$ cat config.mk
export PLATFORM = sky130hd
export DESIGN_NAME = ps2_kbd_rx
export DESIGN_NICKNAME = d
export VERILOG_FILES = /design/src/rtl/ps2_kbd_rx.sv
export SDC_FILE = /design/constraint.sdc
export NUM_CORES = 1
export LEC_CHECK = 0
export CAP_MARGIN = 40
export CORE_ASPECT_RATIO = 1.1
export CORE_UTILIZATION = 64
export DETAILED_ROUTE_END_ITERATION = 16
export PLACE_DENSITY = 0.88
export SYNTH_ARGS = -nofsm -noshare
export SYNTH_HDL_FRONTEND = slang
export SYNTH_SLANG_ARGS = --single-unit
$ cat constraint.sdc
create_clock -name clk -period 8.6 [get_ports clk]
set_input_delay 0.86 -clock clk [delete_from_list [all_inputs] [get_ports clk]]
set_output_delay 0.86 -clock clk [all_outputs]
set_load 0.03 [all_outputs]
$ cat src/rtl/ps2_kbd_rx.sv
`default_nettype none
// ---------------------------------------------------------------------------
// ps2_kbd_rx : filtered PS/2 keyboard receiver, E0/F0 decode, FWFT event FIFO
// Rev 1.0
// ---------------------------------------------------------------------------
module ps2_kbd_rx #(
  parameter int FIFO_DEPTH  = 8,
  parameter int FILTER_LEN  = 4,
  parameter int TIMEOUT_CYC = 5000,
  parameter int CNT_W       = 8
) (
  input  logic                          clk,
  input  logic                          rst,
  input  logic                          ps2_clk,
  input  logic                          ps2_data,
  output logic                          out_valid,
  input  logic                          out_ready,
  output logic [7:0]                    out_code,
  output logic                          out_brk,
  output logic                          out_ext,
  output logic [$clog2(FIFO_DEPTH):0]   fill,
  output logic                          overflow,
  output logic                          parity_err,
  output logic                          frame_err,
  output logic [CNT_W-1:0]              release_cnt
);

  localparam int AW = $clog2(FIFO_DEPTH);
  localparam int FW = $clog2(FILTER_LEN + 1);
  localparam int TW = $clog2(TIMEOUT_CYC + 1);

  typedef enum logic [1:0] {IDLE, DATA, PARITY, STOP} state_t;

  logic [1:0]    clk_sync, data_sync;
  logic          filt, filt_d;
  logic [FW-1:0] filt_cnt;
  logic          sample, data_bit;

  always_ff @(posedge clk or posedge rst) begin
    if (rst) begin
      clk_sync  <= 2'b11;
      data_sync <= 2'b11;
      filt      <= 1'b1;
      filt_d    <= 1'b1;
      filt_cnt  <= '0;
    end else begin
      clk_sync  <= {clk_sync[0], ps2_clk};
      data_sync <= {data_sync[0], ps2_data};
      filt_d    <= filt;
      if (clk_sync[1] == filt) begin
        filt_cnt <= '0;
      end else if (filt_cnt == FW'(FILTER_LEN - 1)) begin
        filt     <= clk_sync[1];
        filt_cnt <= '0;
      end else begin
        filt_cnt <= filt_cnt + 1'b1;
      end
    end
  end

  assign sample   = filt_d & ~filt;
  assign data_bit = data_sync[1];

  state_t        state, state_nx;
  logic [2:0]    bitcnt;
  logic [7:0]    shreg;
  logic          par_bit;
  logic [TW-1:0] tcnt;
  logic          timeout, stop_ok, good_stop, bad_stop;

  assign timeout   = (state != IDLE) && !sample && (tcnt == TW'(TIMEOUT_CYC - 1));
  assign stop_ok   = (^{shreg, par_bit}) && data_bit;
  assign good_stop = (state == STOP) && sample && stop_ok;
  assign bad_stop  = (state == STOP) && sample && !stop_ok;

  always_comb begin
    state_nx = state;
    case (state)
      IDLE:    if (sample && !data_bit)          state_nx = DATA;
      DATA:    if (sample && bitcnt == 3'd7)     state_nx = PARITY;
      PARITY:  if (sample)                       state_nx = STOP;
      STOP:    if (sample)                       state_nx = IDLE;
      default:                                   state_nx = IDLE;
    endcase
    if (timeout) state_nx = IDLE;
  end

  always_ff @(posedge clk or posedge rst) begin
    if (rst) begin
      state      <= IDLE;
      bitcnt     <= '0;
      shreg      <= '0;
      par_bit    <= 1'b0;
      tcnt       <= '0;
      parity_err <= 1'b0;
      frame_err  <= 1'b0;
    end else begin
      state      <= state_nx;
      parity_err <= bad_stop;
      frame_err  <= timeout;
      tcnt       <= (state == IDLE || sample) ? '0 : tcnt + 1'b1;
      if (sample) begin
        case (state)
          IDLE:    bitcnt <= '0;
          DATA: begin
            shreg  <= {data_bit, shreg[7:1]};
            bitcnt <= bitcnt + 1'b1;
          end
          PARITY:  par_bit <= data_bit;
          default: ;
        endcase
      end
    end
  end

  // Prefix flags qualify the next non-prefix byte; any rejected frame drops them.
  logic ext_f, brk_f, push_req;
  assign push_req = good_stop && (shreg != 8'hE0) && (shreg != 8'hF0);

  always_ff @(posedge clk or posedge rst) begin
    if (rst) begin
      ext_f <= 1'b0;
      brk_f <= 1'b0;
    end else if (bad_stop || timeout) begin
      ext_f <= 1'b0;
      brk_f <= 1'b0;
    end else if (good_stop) begin
      if (shreg == 8'hE0) begin
        ext_f <= 1'b1;
      end else if (shreg == 8'hF0) begin
        brk_f <= 1'b1;
      end else begin
        ext_f <= 1'b0;
        brk_f <= 1'b0;
      end
    end
  end

  logic [9:0]    mem [FIFO_DEPTH];
  logic [AW-1:0] wr_ptr, rd_ptr, rd_nx;
  logic [AW:0]   fill_after_pop;
  logic [9:0]    entry, head_nx;
  logic          full, pop, push;

  assign out_valid      = (fill != '0);
  assign full           = (fill == (AW+1)'(FIFO_DEPTH));
  assign pop            = out_valid & out_ready;
  assign push           = push_req && (!full || pop);
  assign entry          = {ext_f, brk_f, shreg};
  assign rd_nx          = rd_ptr + AW'(pop);
  assign fill_after_pop = fill - (AW+1)'(pop);
  // The head register is fed straight from the push when the FIFO would otherwise go empty.
  assign head_nx        = (fill_after_pop == '0) ? entry : mem[rd_nx];

  always_ff @(posedge clk) begin
    if (push) mem[wr_ptr] <= entry;
  end

  always_ff @(posedge clk or posedge rst) begin
    if (rst) begin
      wr_ptr      <= '0;
      rd_ptr      <= '0;
      fill        <= '0;
      overflow    <= 1'b0;
      release_cnt <= '0;
      out_code    <= '0;
      out_brk     <= 1'b0;
      out_ext     <= 1'b0;
    end else begin
      wr_ptr      <= wr_ptr + AW'(push);
      rd_ptr      <= rd_nx;
      fill        <= fill + (AW+1)'(push) - (AW+1)'(pop);
      overflow    <= overflow | (push_req && full && !pop);
      release_cnt <= release_cnt + CNT_W'(push && brk_f);
      if (fill_after_pop != '0 || push) begin
        {out_ext, out_brk, out_code} <= head_nx;
      end
    end
  end

endmodule
`default_nettype wire

==> metrics, run 1 <==
Final Hold Vio Count=0; Placer Congestion=0.755; Worst Path Arrival=3.77 ns; Core Region=9540 sq um; Die Height=107 um; initial antenna violation count=0; I/O Buffers=30; final core utilization=78.2%; top cell type by total area after synthesis=edfxtp_1; CTS resizes=0; Post-Syn Instances=414; Worst-path clk slew=0.06 ns; Detail Placement HPWL=8530 um; Worst setup EP type=register; setup tns final=0 ns; RSZ-0062 raised after global routing=false; Max clock buf depth=2; max_cap viols=0; num rows=37; Via Count=3782; global-route usage over all layers=27.6%; Ant. Diodes=0; share of cells above drive strength 1=20.1%; synth top area cells=edfxtp_1 38%, dfrtp_1 25%, mux4_2 7.1%; Ys Warns=0; Boundary Pins=31; placed instance count=557; worst hold path type=register to register; vias per inst=6.42; clock buffers created by TritonCTS=17; Area growth, synth to finish=16.8%; most frequent cells in the layout=80 x edfxtp_1, 63 x dfrtp_1, 30 x clkdlybuf4s50_1; Yosys top cell area share=37.6%; period utilization=39.1%; outcome=finished clean; hold buffers post-CTS=0; Setup Buffers After CTS=0; Least-Margin Pin Slew=0.956 ns; DR WL met3=745 um; most common cell after layout, fill and taps aside=edfxtp_1; sequential area share after synthesis=64.8%; minimum clock period=3.37 ns; Post-synth EDFFs=80; CP required=9.00 ns; H-tree levels=4; initial DRC count=340; Setup-failing EPs final=0; post-route setup slack=5.23 ns; largest net degree at the start of global routing=64; Die X-Extent=97.3 um; 1st-pass router iterations=4; fin nets=487; Avg Inst Size Synth=15.4 sq um; highest clock rate=0.297 GHz; clk root buf=clkbuf_8; ys flop type=edfxtp_1; sink count of the clock tree=149; first-pass GRT wire length=21000 um; residual DRC count=0; Initial Util=67.0%; clk_lat worst skew=0.52 ns; Pwr Density=382 nW/um^2; Worst Setup Path Type=register to register; DRT met1 WL=5030 um; pre-CTS WS=4.96 ns; met2 wire length=6840 um; syn nets=442; Congestion Overflow GR=0; WL final=13000 um; Rel. slew slack=36.3%; synthesized area=6390 sq um; post-synth cell types=47; Cell Count, Final, Fillers Out=589; Slew Limit Fails=0; CP Launch Type=register; Lkg Pwr=2.92 nW; antenna-violating nets left=0; Final Skew=0.00781 ns; die area=10400 sq um; Async SR Flop Fraction=46.3%; WL per Instance=22.1 um; Critical Path Fanout Max=14; Yosys reg bits=149; CTS tree=done; vias in the first global route=4044; VDD IR max=0.257 mV; highest metal used=met4
## final timing paths
check / slack, ns / cells after the start / end / from
max: 5.23 / 8 / fill[2] / shreg[4]
min: 0.36 / 0 / data_sync[1] / data_sync[0]
max reg2reg: 5.23 / 8 / fill[2] / shreg[4]
min reg2reg: 0.36 / 0 / data_sync[1] / data_sync[0]
max in group asynchronous: 7.07 / 3 / out_code[6] / rst
min in group asynchronous: 0.54 / 2 / filt_cnt[0] / rst
## cells by family (layout without fill, tap and decap cells)
| family | after synthesis | after routing | synth area share [%] |
|---|---|---|---|
| flip-flops | 149 | 149 | 64.8 |
| AO/OA/AOI/OAI | 46 | 46 | 5.19 |
| AND/OR/NAND/NOR | 105 | 105 | 9.05 |
| multiplexers | 33 | 33 | 9.32 |
| buffers and inverters | 27 | 85 | 1.68 |
| XOR/XNOR | 31 | 31 | 5.37 |
| adder cells (fa/ha/maj) | 23 | 23 | 4.62 |
## synthesized netlist by cell type (2+ instances only)
cell type	number
edfxtp_1	80
dfrtp_1	63
ha_1	22
nor2_1	22
mux4_2	20
nor2b_1	14
xor2_1	14
nand2_1	13
xnor2_1	13
a31oi_1	12
mux2_2	12
nand4_1	12
clkbuf_1	11
nand3_1	11
o31ai_1	11
inv_1	10
a221oi_1	9
dfstp_2	6
nor3_1	6
and2_1	5
nor4b_1	5
a21oi_1	4
and3_1	4
nor4_1	3
o21ai_0	3
or2_2	3
a32o_1	2
buf_1	2
buf_2	2
o21bai_1	2
xnor2_4	2
## worst max-delay path: stages (launching register included)
cell and delay, ns:
dfrtp_1 0.70, xor2_1 0.24, xnor3_2 0.58, xor2_4 0.44, nand2_1 0.19, mux2_2 0.31, ha_1 0.23, fa_1 0.41
xnor2_1 0.14
## state kept, by name, summed over array words and instances, names as in the netlist, 2 cells and up
signal / count
mem: 80
tcnt: 13
out_code: 8
release_cnt: 8
shreg: 8
fill: 4
bitcnt: 3
filt_cnt: 3
rd_ptr: 3
wr_ptr: 3
clk_sync: 2
data_sync: 2
state: 2
## per-stage QoR
step                      instance area, sq um  hold WS, ns  power (mW)
after floorplan                           6390        0.345        1.84
after global placement                    6870        0.347        2.07
after detailed placement                  6900        0.347        2.14
after CTS                                 7460        0.356        2.86
after global routing                      7460        0.358        2.98
final                                     7460        0.355        2.85
## layer usage
metal | track usage, % | vias up
met5 | 0 | -
met1 | 33.1 | 1889
met3 | 6.98 | 32
met4 | 12.2 | 0
met2 | 47.8 | 184
li1 | - | 1677
## report_power, final
group,internal (mW),total (mW),switching (mW)
clock network,0.434,0.706,0.271
registers,0.893,1.02,0.126
logic,0.491,1.13,0.636
## area by class of cell
class,instances,area (sq um)
tap,117,146
clock buffer,23,467
fill,493,2080
sequential,149,4140
multi-input combinational,238,2180
timing repair buffer,42,390
clock inverter,9,98.8
inverter,11,41.3
Power figures use the tool's default switching activity.
==> run 2, diff against run 1 <==
--- a/config.mk
+++ b/config.mk
@@ -7,9 +7,9 @@
 export LEC_CHECK = 0
 export CAP_MARGIN = 40
 export CORE_ASPECT_RATIO = 1.1
-export CORE_UTILIZATION = 64
+export CORE_UTILIZATION = 60
 export DETAILED_ROUTE_END_ITERATION = 16
-export PLACE_DENSITY = 0.88
+export PLACE_DENSITY = 0.83
 export SYNTH_ARGS = -nofsm -noshare
 export SYNTH_HDL_FRONTEND = slang
 export SYNTH_SLANG_ARGS = --single-unit
==> constraint.sdc (replaced) <==
create_clock -name clk -period 3.45 [get_ports clk]
set_input_delay 0.345 -clock clk [delete_from_list [all_inputs] [get_ports clk]]
set_output_delay 0.345 -clock clk [all_outputs]
set_load 0.03 [all_outputs]
==> run 2 against run 1 <==
  * Clock-buffer cell count decreased by 1
  * Sequential share of layout area down 0.88 points
  * Routed wire length increased by 4.5%
  * Die area up 6.5%
  * Worst setup slack got worse by 4.9 ns
  * Cell count grew 5.9%
  * Clock skew rose by 0.0014 ns
  * Register-to-register slack worse by 4.9 ns
  * Global-route usage hardly changed
  * Maximum frequency rose by 6.7%
  * Power grew to 2.5 times the previous value
  * Critical endpoint is now release_cnt[7]
  * Largest power group unchanged
  * Highest routed layer unchanged
==> metrics, run 2 (synthesized netlist as in run 1, its figures left out) <==
clk_lat worst skew=0.42 ns (-0.10 ns); initial DRC count=320 (-5.9%); Slew Limit Fails=0 (unchanged); Worst Path Arrival=3.46 ns (-0.31 ns); WL final=13600 um (+4.5%); Rel. slew slack=55.1% (+19 points); Detail Placement HPWL=8250 um (-3.3%); most frequent cells in the layout=80 x edfxtp_1, 63 x dfrtp_1, 30 x clkdlybuf4s50_1; Worst Setup EP=release_cnt[7]; Lkg Pwr=2.97 nW (+1.8%); slowest stage delay, CP=0.62 ns (-0.08 ns); highest clock rate=0.317 GHz (+6.7%); Worst-path clk slew=0.06 ns (about the same); Placer Congestion=0.760 (+0.69%); share of cells above drive strength 1=21.4% (+1.3 points); CTS resizes=0 (unchanged); Via Count=3845 (+1.7%); I/O Buffers=30 (unchanged); final core utilization=72.9% (-5.3 points); VDD IR max=0.712 mV (+180%); Ant. Diodes=0 (unchanged); residual DRC count=0 (unchanged); Boundary Pins=31 (unchanged); RSZ-0062 raised after global routing=false; area occupied by multi-input gates=2180 sq um (unchanged); Least-Margin Pin Slew=0.673 ns (-0.283 ns); H-tree levels=4 (unchanged); Pwr Density=948 nW/um^2 (+150%); Area growth, synth to finish=18.7%; CP required=3.76 ns (-5.24 ns); Biggest register=mem; Final Skew=0.00921 ns (+0.00140 ns); largest net degree at the start of global routing=70 (+9.4%); most common cell after layout, fill and taps aside=edfxtp_1; WP depth=10 (+2); Die X-Extent=100 um (+3.2%); Crit path buffers/inverters=1 (+1); crit-path cells=xor2_1 -> xnor3_2 -> xor2_4 -> nand3_1 -> inv_1 -> ha_1 -> and3_1 -> nand3_1 -> or2_2 -> xnor2_1; fin nets=496 (+1.8%); worst hold path type=input port to register; num rows=39 (+5.4%); antenna-violating nets left=0 (unchanged); 1st-pass router iterations=5 (+1); Core Region=10400 sq um (+9.0%); setup tns final=0 ns (unchanged); period utilization=91.4% (+52 points); die area=11100 sq um (+6.5%); Storage cell area=4140 sq um (unchanged); Congestion Overflow GR=0 (unchanged); Initial Util=61.5% (-5.5 points); Die Height=110 um (+3.2%); Most common cell on crit path=nand3_1; Worst Reg2Reg Path Length in Cells=10 (+2); Critical R2R Capture=release_cnt[7]; fillers=639 (+30%); sink count of the clock tree=149 (unchanged); vias per inst=6.16 (-4.0%); Worst Setup Path Type=register to register; minimum clock period=3.15 ns (-0.211 ns); vias in the first global route=4019 (-0.62%); max reg flops=80 (unchanged); Setup-failing EPs final=0 (unchanged); Final Hold Vio Count=0 (unchanged); Setup Buffers After CTS=0 (unchanged); first-pass GRT wire length=21600 um (+2.7%); Setup crit start=shreg[3]; clock buffers created by TritonCTS=17 (unchanged); R2R Setup Slk=0.30 ns (-4.94 ns); CP max-delay cell=dfrtp_1; Worst setup EP type=register; top flop regs=mem: 80 flops, tcnt: 13 flops; WL per Instance=21.8 um (-1.3%); clk root buf=clkbuf_16; hold buffers post-CTS=0 (unchanged); CP Launch Type=register; CP delay by family, top=XOR/XNOR gates; Critical Path Fanout Max=13 (-1); outcome=finished clean; initial antenna violation count=0 (unchanged); max_cap viols=0 (unchanged); worst r2r src=shreg[3]; global-route usage over all layers=27.6% (-0.045 points); CTS tree=done; Max clock buf depth=2 (unchanged)
[run 2: report_power, final]
part / leakage [nW] / internal [mW] / total [mW] / switching [mW]
clock: 0.282 / 1.02 / 1.74 / 0.715
combinational: 1.07 / 1.27 / 2.94 / 1.67
sequential: 1.62 / 2.23 / 2.51 / 0.281
[run 2: layer usage]
| metal | routed length [um] | vias to the layer above | global-route usage, % |
|---|---|---|---|
| li1 | - | 1684 | - |
| met1 | 5210 | 1953 | 33.1 |
| met2 | 7030 | 169 | 46.6 |
| met3 | 921 | 39 | 7.63 |
| met4 | 437 | 0 | 13.1 |
| met5 | 0 | - | 0 |
[run 2: layout make-up]
type	count	area share, %
clock buffer	22	6.55
clock inverter	10	0.842
inverter	11	0.545
multi-input combinational	238	28.8
sequential	149	54.6
tap	143	2.36
timing repair buffer	51	6.37
[run 2: worst min path at each step]
stage / start / to / slack, ns / cells past startpoint
3_5_place_dp: clk_sync[0] / clk_sync[1] / 0.35 / 0
6_report: ps2_clk / clk_sync[0] / 0.33 / 1
3_3_place_gp: clk_sync[0] / clk_sync[1] / 0.35 / 0
2_1_floorplan: clk_sync[0] / clk_sync[1] / 0.35 / 0
5_1_grt: ps2_clk / clk_sync[0] / 0.32 / 1
4_1_cts: ps2_clk / clk_sync[0] / 0.32 / 1
[run 2: metrics by stage]
| step | setup WS [ns] | power (mW) | instance area [sq um] | hold slack (ns) | cells |
|---|---|---|---|---|---|
| after floorplan | 0.272 | 4.60 | 6390 | 0.345 | 414 |
| after global placement | 0.518 | 5.31 | 7020 | 0.345 | 592 |
| after detailed placement | 0.410 | 5.40 | 7020 | 0.349 | 592 |
| after CTS | 0.293 | 7.22 | 7580 | 0.321 | 624 |
| after global routing | 0.143 | 7.54 | 7580 | 0.323 | 624 |
| final | 0.295 | 7.19 | 7580 | 0.333 | 624 |
[run 2: worst register-to-register path, stage by stage (launching register included)]
cell     delay (ns)
dfrtp_1        0.62
xor2_1         0.21
xnor3_2        0.56
xor2_4         0.43
nand3_1        0.21
inv_1          0.11
ha_1           0.19
and3_1         0.16
nand3_1        0.11
or2_2          0.32
xnor2_1        0.13
==> run 3, diff against run 2 <==
--- a/config.mk
+++ b/config.mk
@@ -9,6 +9,7 @@
 export CORE_ASPECT_RATIO = 1.1
 export CORE_UTILIZATION = 60
 export DETAILED_ROUTE_END_ITERATION = 16
+export HOLD_SLACK_MARGIN = 0.08
 export PLACE_DENSITY = 0.83
 export SYNTH_ARGS = -nofsm -noshare
 export SYNTH_HDL_FRONTEND = slang
==> results of run 3 <==
Same layout as run 2: the final DEF is identical, and so are final timing and power.
==> variant 1 (flow settings as in run 2) <==
The 4 states of `state_t` get a Gray code encoding in 2 bits.
--- a/src/rtl/ps2_kbd_rx.sv
+++ b/src/rtl/ps2_kbd_rx.sv
@@ -31,3 +31,3 @@
 
-  typedef enum logic [1:0] {IDLE, DATA, PARITY, STOP} state_t;
+  typedef enum logic [1:0] {IDLE = 2'b00, DATA = 2'b01, PARITY = 2'b11, STOP = 2'b10} state_t;
 
Formal check against the unedited RTL: no difference found for any inputs over 10 cycles, from zero or initial values and one cycle with rst high; not proved beyond that.
==> variant 1 against run 2 <==
- synthesized cell count rose by 0.97%
- setup slack better by 0.21 ns
- final area fell by 0.61%
- highest routed layer unchanged
- critical path type unchanged
- routed wire length is 11% lower
- non-clock buffer count is 3 lower
- area after synthesis down 0.45%
- via count fell by 2.8%
- power decreased by 6.5%
- sequential cell count is the same
==> variant 1: results (changes against run 2) <==
[critical_path]
ff2ff_setup_slack_ns=0.50  ; +0.21 ns
reg2reg_to=fill[2]$_DFF_PP0_
regToRegStartpoint=shreg[4]$_DFFE_PP0P_
critical_path_arrival_ns=3.24  ; -0.22 ns
rr_worst_depth=9  ; -1
critPathMaxFanout=14  ; +1

[route]
wl_met3_um=703  ; -24%
finalWirelength_um=12100  ; -11%
wl_met2_um=6400  ; -9.0%
wl_met1_um=4760  ; -8.6%
vias=3738  ; -2.8%
vias_per_cell=5.98  ; -2.9%
dr.max_layer_used=met4
drt_iter0_drc=261  ; -18%

[finish]
fin_nets=493  ; -0.60%
drive_gt1_share_pct=21.4  ; -0.044 points
top_regs=mem: 80 flops, tcnt: 13 flops

[timing]
finalClockSkew_ns=0.00811  ; -0.00110 ns
maxSlewHeadroom_pct=55.7  ; +0.64 points
fmax_mhz=339  ; +7.0%
fin_hold_ws_ns=0.326  ; -0.00653 ns

[hold_path]
min_path_type=input pin to asynchronous set/reset pin

[global_routing]
first_global_vias=3883  ; -3.4%
grt_max_degree=43  ; -39%
globalRouteMet3Util_pct=5.93  ; -1.7 points
grt_pass1_wl_um=19400  ; -10%
antenna_found_initial=0  ; unchanged
grt.total_usage_pct=24.4  ; -3.1 points
use_met1_pct=28.8  ; -4.3 points
use_met2_pct=42.6  ; -4.1 points

[power]
vdd.ir_drop.worst_uv=465  ; -35%
p_leak_nw=2.87  ; -3.3%
p_int_mw=4.30  ; -4.7%

[logic_synthesis]
synth-compound-area-share_pct=5.29  ; +0.10 points
syn-num-nets=442  ; unchanged
synth_fa_ha_area_share_pct=3.86  ; -0.77 points
synth_area_leader_cell=edfxtp_1
avgSynthCellArea_um2=15.2  ; -1.4%
yosys-top-cells-area=edfxtp_1 38%, dfrtp_1 25%, mux4_2 7.1%
ys_seq_area_share_pct=65.1  ; +0.29 points
synthMuxAreaShare_pct=9.21  ; -0.12 points
synth_cell_types=45  ; -4.3%
synthArstFlopShare_pct=46.3  ; unchanged
yosys-top-cells-count=80 x edfxtp_1, 63 x dfrtp_1, 21 x nor2_1, 20 x mux4_2, 18 x ha_1
synth_xor_xnor_area_share_pct=5.25  ; -0.11 points

[clocking]
clock_latency_ns=0.41
cts-buffers-inserted=17  ; unchanged
cts_max_level=4  ; unchanged

[outcome]
run_status=finished clean

[place]
gp_congestion=0.806  ; +6.0%
post-place-cells=593  ; +0.17%
dp_hpwl_um=7840  ; -5.0%

[variant 1: changes by cell type after synthesis, moves of 2 or more]
cell      before  now
nand2b_1       1    4
or2_2          3    1
xor2_1        14   12
a21oi_1        4    7
or3_1          1    3
o21ai_0        3    8
a32o_1         2    0
nand2_1       13   17
ha_1          22   18
buf_2          2    4
clkbuf_1      11    9
[variant 1: worst max path at each step]
| stage | depth (start not counted) | endpoint | slack (ns) | start |
|---|---|---|---|---|
| 2_1_floorplan | 5 | mem[2][0]$_DFFE_PP_ | 0.27 | shreg[4]$_DFFE_PP0P_ |
| 3_3_place_gp | 10 | release_cnt[7]$_DFF_PP0_ | 0.63 | shreg[4]$_DFFE_PP0P_ |
| 3_5_place_dp | 10 | release_cnt[7]$_DFF_PP0_ | 0.52 | shreg[4]$_DFFE_PP0P_ |
| 4_1_cts | 10 | release_cnt[7]$_DFF_PP0_ | 0.50 | shreg[4]$_DFFE_PP0P_ |
| 5_1_grt | 10 | release_cnt[7]$_DFF_PP0_ | 0.25 | state[0]$_DFFE_PP0P_ |
| 6_report | 9 | fill[2]$_DFF_PP0_ | 0.50 | shreg[4]$_DFFE_PP0P_ |
[variant 1: area by class of cell]
type                            instances  area, um2
Sequential cell                       149       4140
Clock inverter                         12       90.1
Timing Repair Buffer                   48        460
Clock buffer                           20        478
Multi-Input combinational cell        241       2150
Fill cell                             631       2810
Tap cell                              143        179
Inverter                               12       45.0
[variant 1: kinds of logic (layout without fill, tap and decap cells)]
| group | count (synthesis) | after routing |
|---|---|---|
| simple gates | 110 | 110 |
| flops | 149 | 149 |
| mux | 32 | 32 |
| xor+xnor | 30 | 30 |
| compound gates | 50 | 50 |
| buf+inv | 28 | 92 |
| fa+ha+maj | 19 | 19 |
[variant 1: worst max-delay path, cell delays in order, from the launching register on]
cell and delay [ns]:
dfrtp_1 0.60, xor2_1 0.19, xnor3_2 0.55, xor2_4 0.25, nand3_4 0.19, inv_2 0.06
mux2_2 0.26, ha_1 0.21, fa_1 0.38, xnor2_1 0.13
[variant 1: stage by stage]
step	setup WS (ns)	power, mW	instance area, um2
floorplan	0.272	4.28	6360
global placement	0.628	4.91	6950
detailed placement	0.517	5.01	6970
CTS	0.499	6.73	7530
global route	0.254	7.04	7530
finish	0.501	6.72	7530
[variant 1: power groups by stage]
| stage | Clock [mW] | Sequential [mW] | Combinational, mW |
|---|---|---|---|
| floorplan | 0 | 2.52 | 1.76 |
| global placement | 0 | 2.45 | 2.46 |
| detailed placement | 0 | 2.47 | 2.54 |
| CTS | 1.74 | 2.43 | 2.56 |
| global route | 1.81 | 2.47 | 2.76 |
| finish | 1.72 | 2.44 | 2.57 |
==> variant 2 (config.mk and constraints of run 2) <==
Without the edit above. Change the parameter `TIMEOUT_CYC` from 5000 to 2500.
--- a/src/rtl/ps2_kbd_rx.sv
+++ b/src/rtl/ps2_kbd_rx.sv
@@ -8,3 +8,3 @@
   parameter int FILTER_LEN  = 4,
-  parameter int TIMEOUT_CYC = 5000,
+  parameter int TIMEOUT_CYC = 2500,
   parameter int CNT_W       = 8
Behaviour: no difference found for any inputs over 10 cycles, from zero or initial values and one cycle with rst high; that may be too few to reach the edited logic, so the function may still have changed.
==> variant 2 against run 2 <==
- power decreased by 4.7%
- hold slack lost 0.15 ns
- area after synthesis rose by 0.27%
- critical endpoint is now fill[2]$_DFF_PP0_
- fmax is 3.2% higher
- count of clock-buffer cells in the layout fell by 5
- final area up 0.33%
- global-route usage fell by 0.70 points
- sequential cell count fell by 1
- clock skew shrank 0.0016 ns
- first-iteration DRC count decreased by 14%
- setup slack improved by 0.097 ns
- routed wire length decreased by 2.4%
- non-clock buffer count fell by 6
- cell count is 0.80% lower
==> variant 2: results (changes against run 2) <==
[outcome]
run_status=finished clean

[logic_synthesis]
syn_inst=416  ; +0.48%
ys_warn_count=0  ; unchanged
synthFlopType=edfxtp_1
yosys-top-cells-area=edfxtp_1 38%, dfrtp_1 24%, mux4_2 7.0%
syn-num-nets=444  ; +0.45%
synthArstFlopShare_pct=45.9  ; -0.36 points
synth_edf_count=80  ; unchanged
synth_cell_types=46  ; -2.1%
yosys-top-cells-count=80 x edfxtp_1, 62 x dfrtp_1, 22 x ha_1, 22 x nor2_1, 20 x mux4_2
ys_seq_area_share_pct=64.2  ; -0.57 points

[critical_path]
critPathMaxFanout=14  ; +1
cp_top_family=XOR/XNOR gates
critical_path_arrival_ns=3.37  ; -0.09 ns
cp_slowest_cell=dfrtp_1
critPathMaxStageDelay_ns=0.63

[timing]
maxSlewHeadroom_pct=57.0  ; +1.9 points
finalClockSkew_ns=0.00762  ; -0.00159 ns

[clocking]
cts_max_level=4  ; unchanged
root_buffer=clkbuf_16
postCtsSetupBuffers=0  ; unchanged
cts-buffers-inserted=17  ; unchanged
clkSlewWorstSetupHoldPaths_ns=0.06  ; about the same
holdBufCountCts=0  ; unchanged
clock_latency_ns=0.42  ; about the same
cts_buffer_depth=2  ; unchanged
ctsResizeCount=0  ; unchanged

[place]
gp_congestion=0.818  ; +7.6%
dp_hpwl_um=8200  ; -0.65%
port_buffers=30  ; unchanged
place_area_um2=6940  ; -1.1%
post-place-cells=587  ; -0.84%

[route]
firstDrtPassIters=5  ; unchanged
drt_iter0_drc=274  ; -14%
finalWirelength_um=13300  ; -2.4%
avgRoutedWirePerCell_um=21.4  ; -1.6%
vias_per_cell=6.19  ; +0.49%

[finish]
fin_nets=491  ; -1.0%
fill_cells=619  ; -3.1%
top_regs=mem: 80 flops, tcnt: 12 flops
drive_gt1_share_pct=20.4  ; -1.0 points
n_antenna_cell=0  ; unchanged

[global_routing]
first_global_vias=3971  ; -1.2%
grt_max_degree=34  ; -51%
grt.total_usage_pct=26.9  ; -0.70 points
antenna_found_initial=0  ; unchanged
grt_pass1_wl_um=21100  ; -2.2%

[power]
p_leak_nw=3.00  ; +0.86%
vdd.ir_drop.worst_uv=617  ; -13%

[hold_path]
min_path_type=input pin to asynchronous set/reset pin

variant 2: cell types whose count changed after synthesis, sizes merged, moves of 3 or more:
cell,run 2,this run
or2,3,0
nand2b,1,5
o21ai,3,7
and4,1,4
variant 2: path summary, 6_finish.rpt:
path	endpoint	slack, ns	from	cells after the start
max in group asynchronous	filt_d$_DFF_PP1_	2.57	rst	3
setup / recovery	fill[2]$_DFF_PP0_	0.39	shreg[4]$_DFFE_PP0P_	8
setup reg to reg	fill[2]$_DFF_PP0_	0.39	shreg[4]$_DFFE_PP0P_	8
hold / removal	parity_err$_DFF_PP0_	0.18	rst	2
min in group clk	data_sync[0]$_DFF_PP1_	0.32	ps2_data	1
hold reg to reg	clk_sync[1]$_DFF_PP1_	0.36	clk_sync[0]$_DFF_PP1_	0
variant 2: kinds of logic (layout without fill, tap and decap cells):
family | count (synthesis) | count (layout) | share of synthesized area, %
flip-flops | 148 | 148 | 64.2
AND/OR/NAND/NOR | 105 | 105 | 9.65
AO/OA/AOI/OAI | 48 | 48 | 5.37
XOR/XNOR | 32 | 32 | 5.31
multiplexers | 31 | 31 | 8.95
buffers and inverters | 29 | 89 | 1.91
adder cells (fa/ha/maj) | 23 | 23 | 4.61
variant 2: power by group:
part,internal (mW),switching [mW],leakage (nW)
sequential,2.14,0.267,1.65
clock,1.35,0.707,0.318
combinational,1.00,1.38,1.02
total,4.49,2.36,3.00
variant 2: area by class of cell:
| type | instances | area share [%] |
|---|---|---|
| sequential | 148 | 54.1 |
| clock buffer | 17 | 5.59 |
| inverter | 12 | 0.592 |
| multi-input combinational | 239 | 28.7 |
| timing repair buffer | 45 | 5.59 |
| tap | 143 | 2.35 |
| clock inverter | 15 | 3.11 |
variant 2: per-layer routing:
layer  wire length [um]  share of wire [%]  global-route usage [%]  up-vias
li1                   -                  -                       -     1687
met1               5130                 39                    32.0     1916
met2               6810                 51                    45.0      184
met3                764                5.8                    5.93       46
met4                561                4.2                    16.7        0
met5                  0                  0                       0        -
variant 2: per-stage QoR:
step,setup slack (ns),utilization (%),power (mW)
2_1_floorplan,0.404,-,4.11
3_3_place_gp,0.629,66.8,4.67
3_5_place_dp,0.479,66.8,4.75
4_1_cts,0.420,73.2,6.85
5_1_grt,0.149,73.2,7.15
6_report,0.392,73.2,6.85
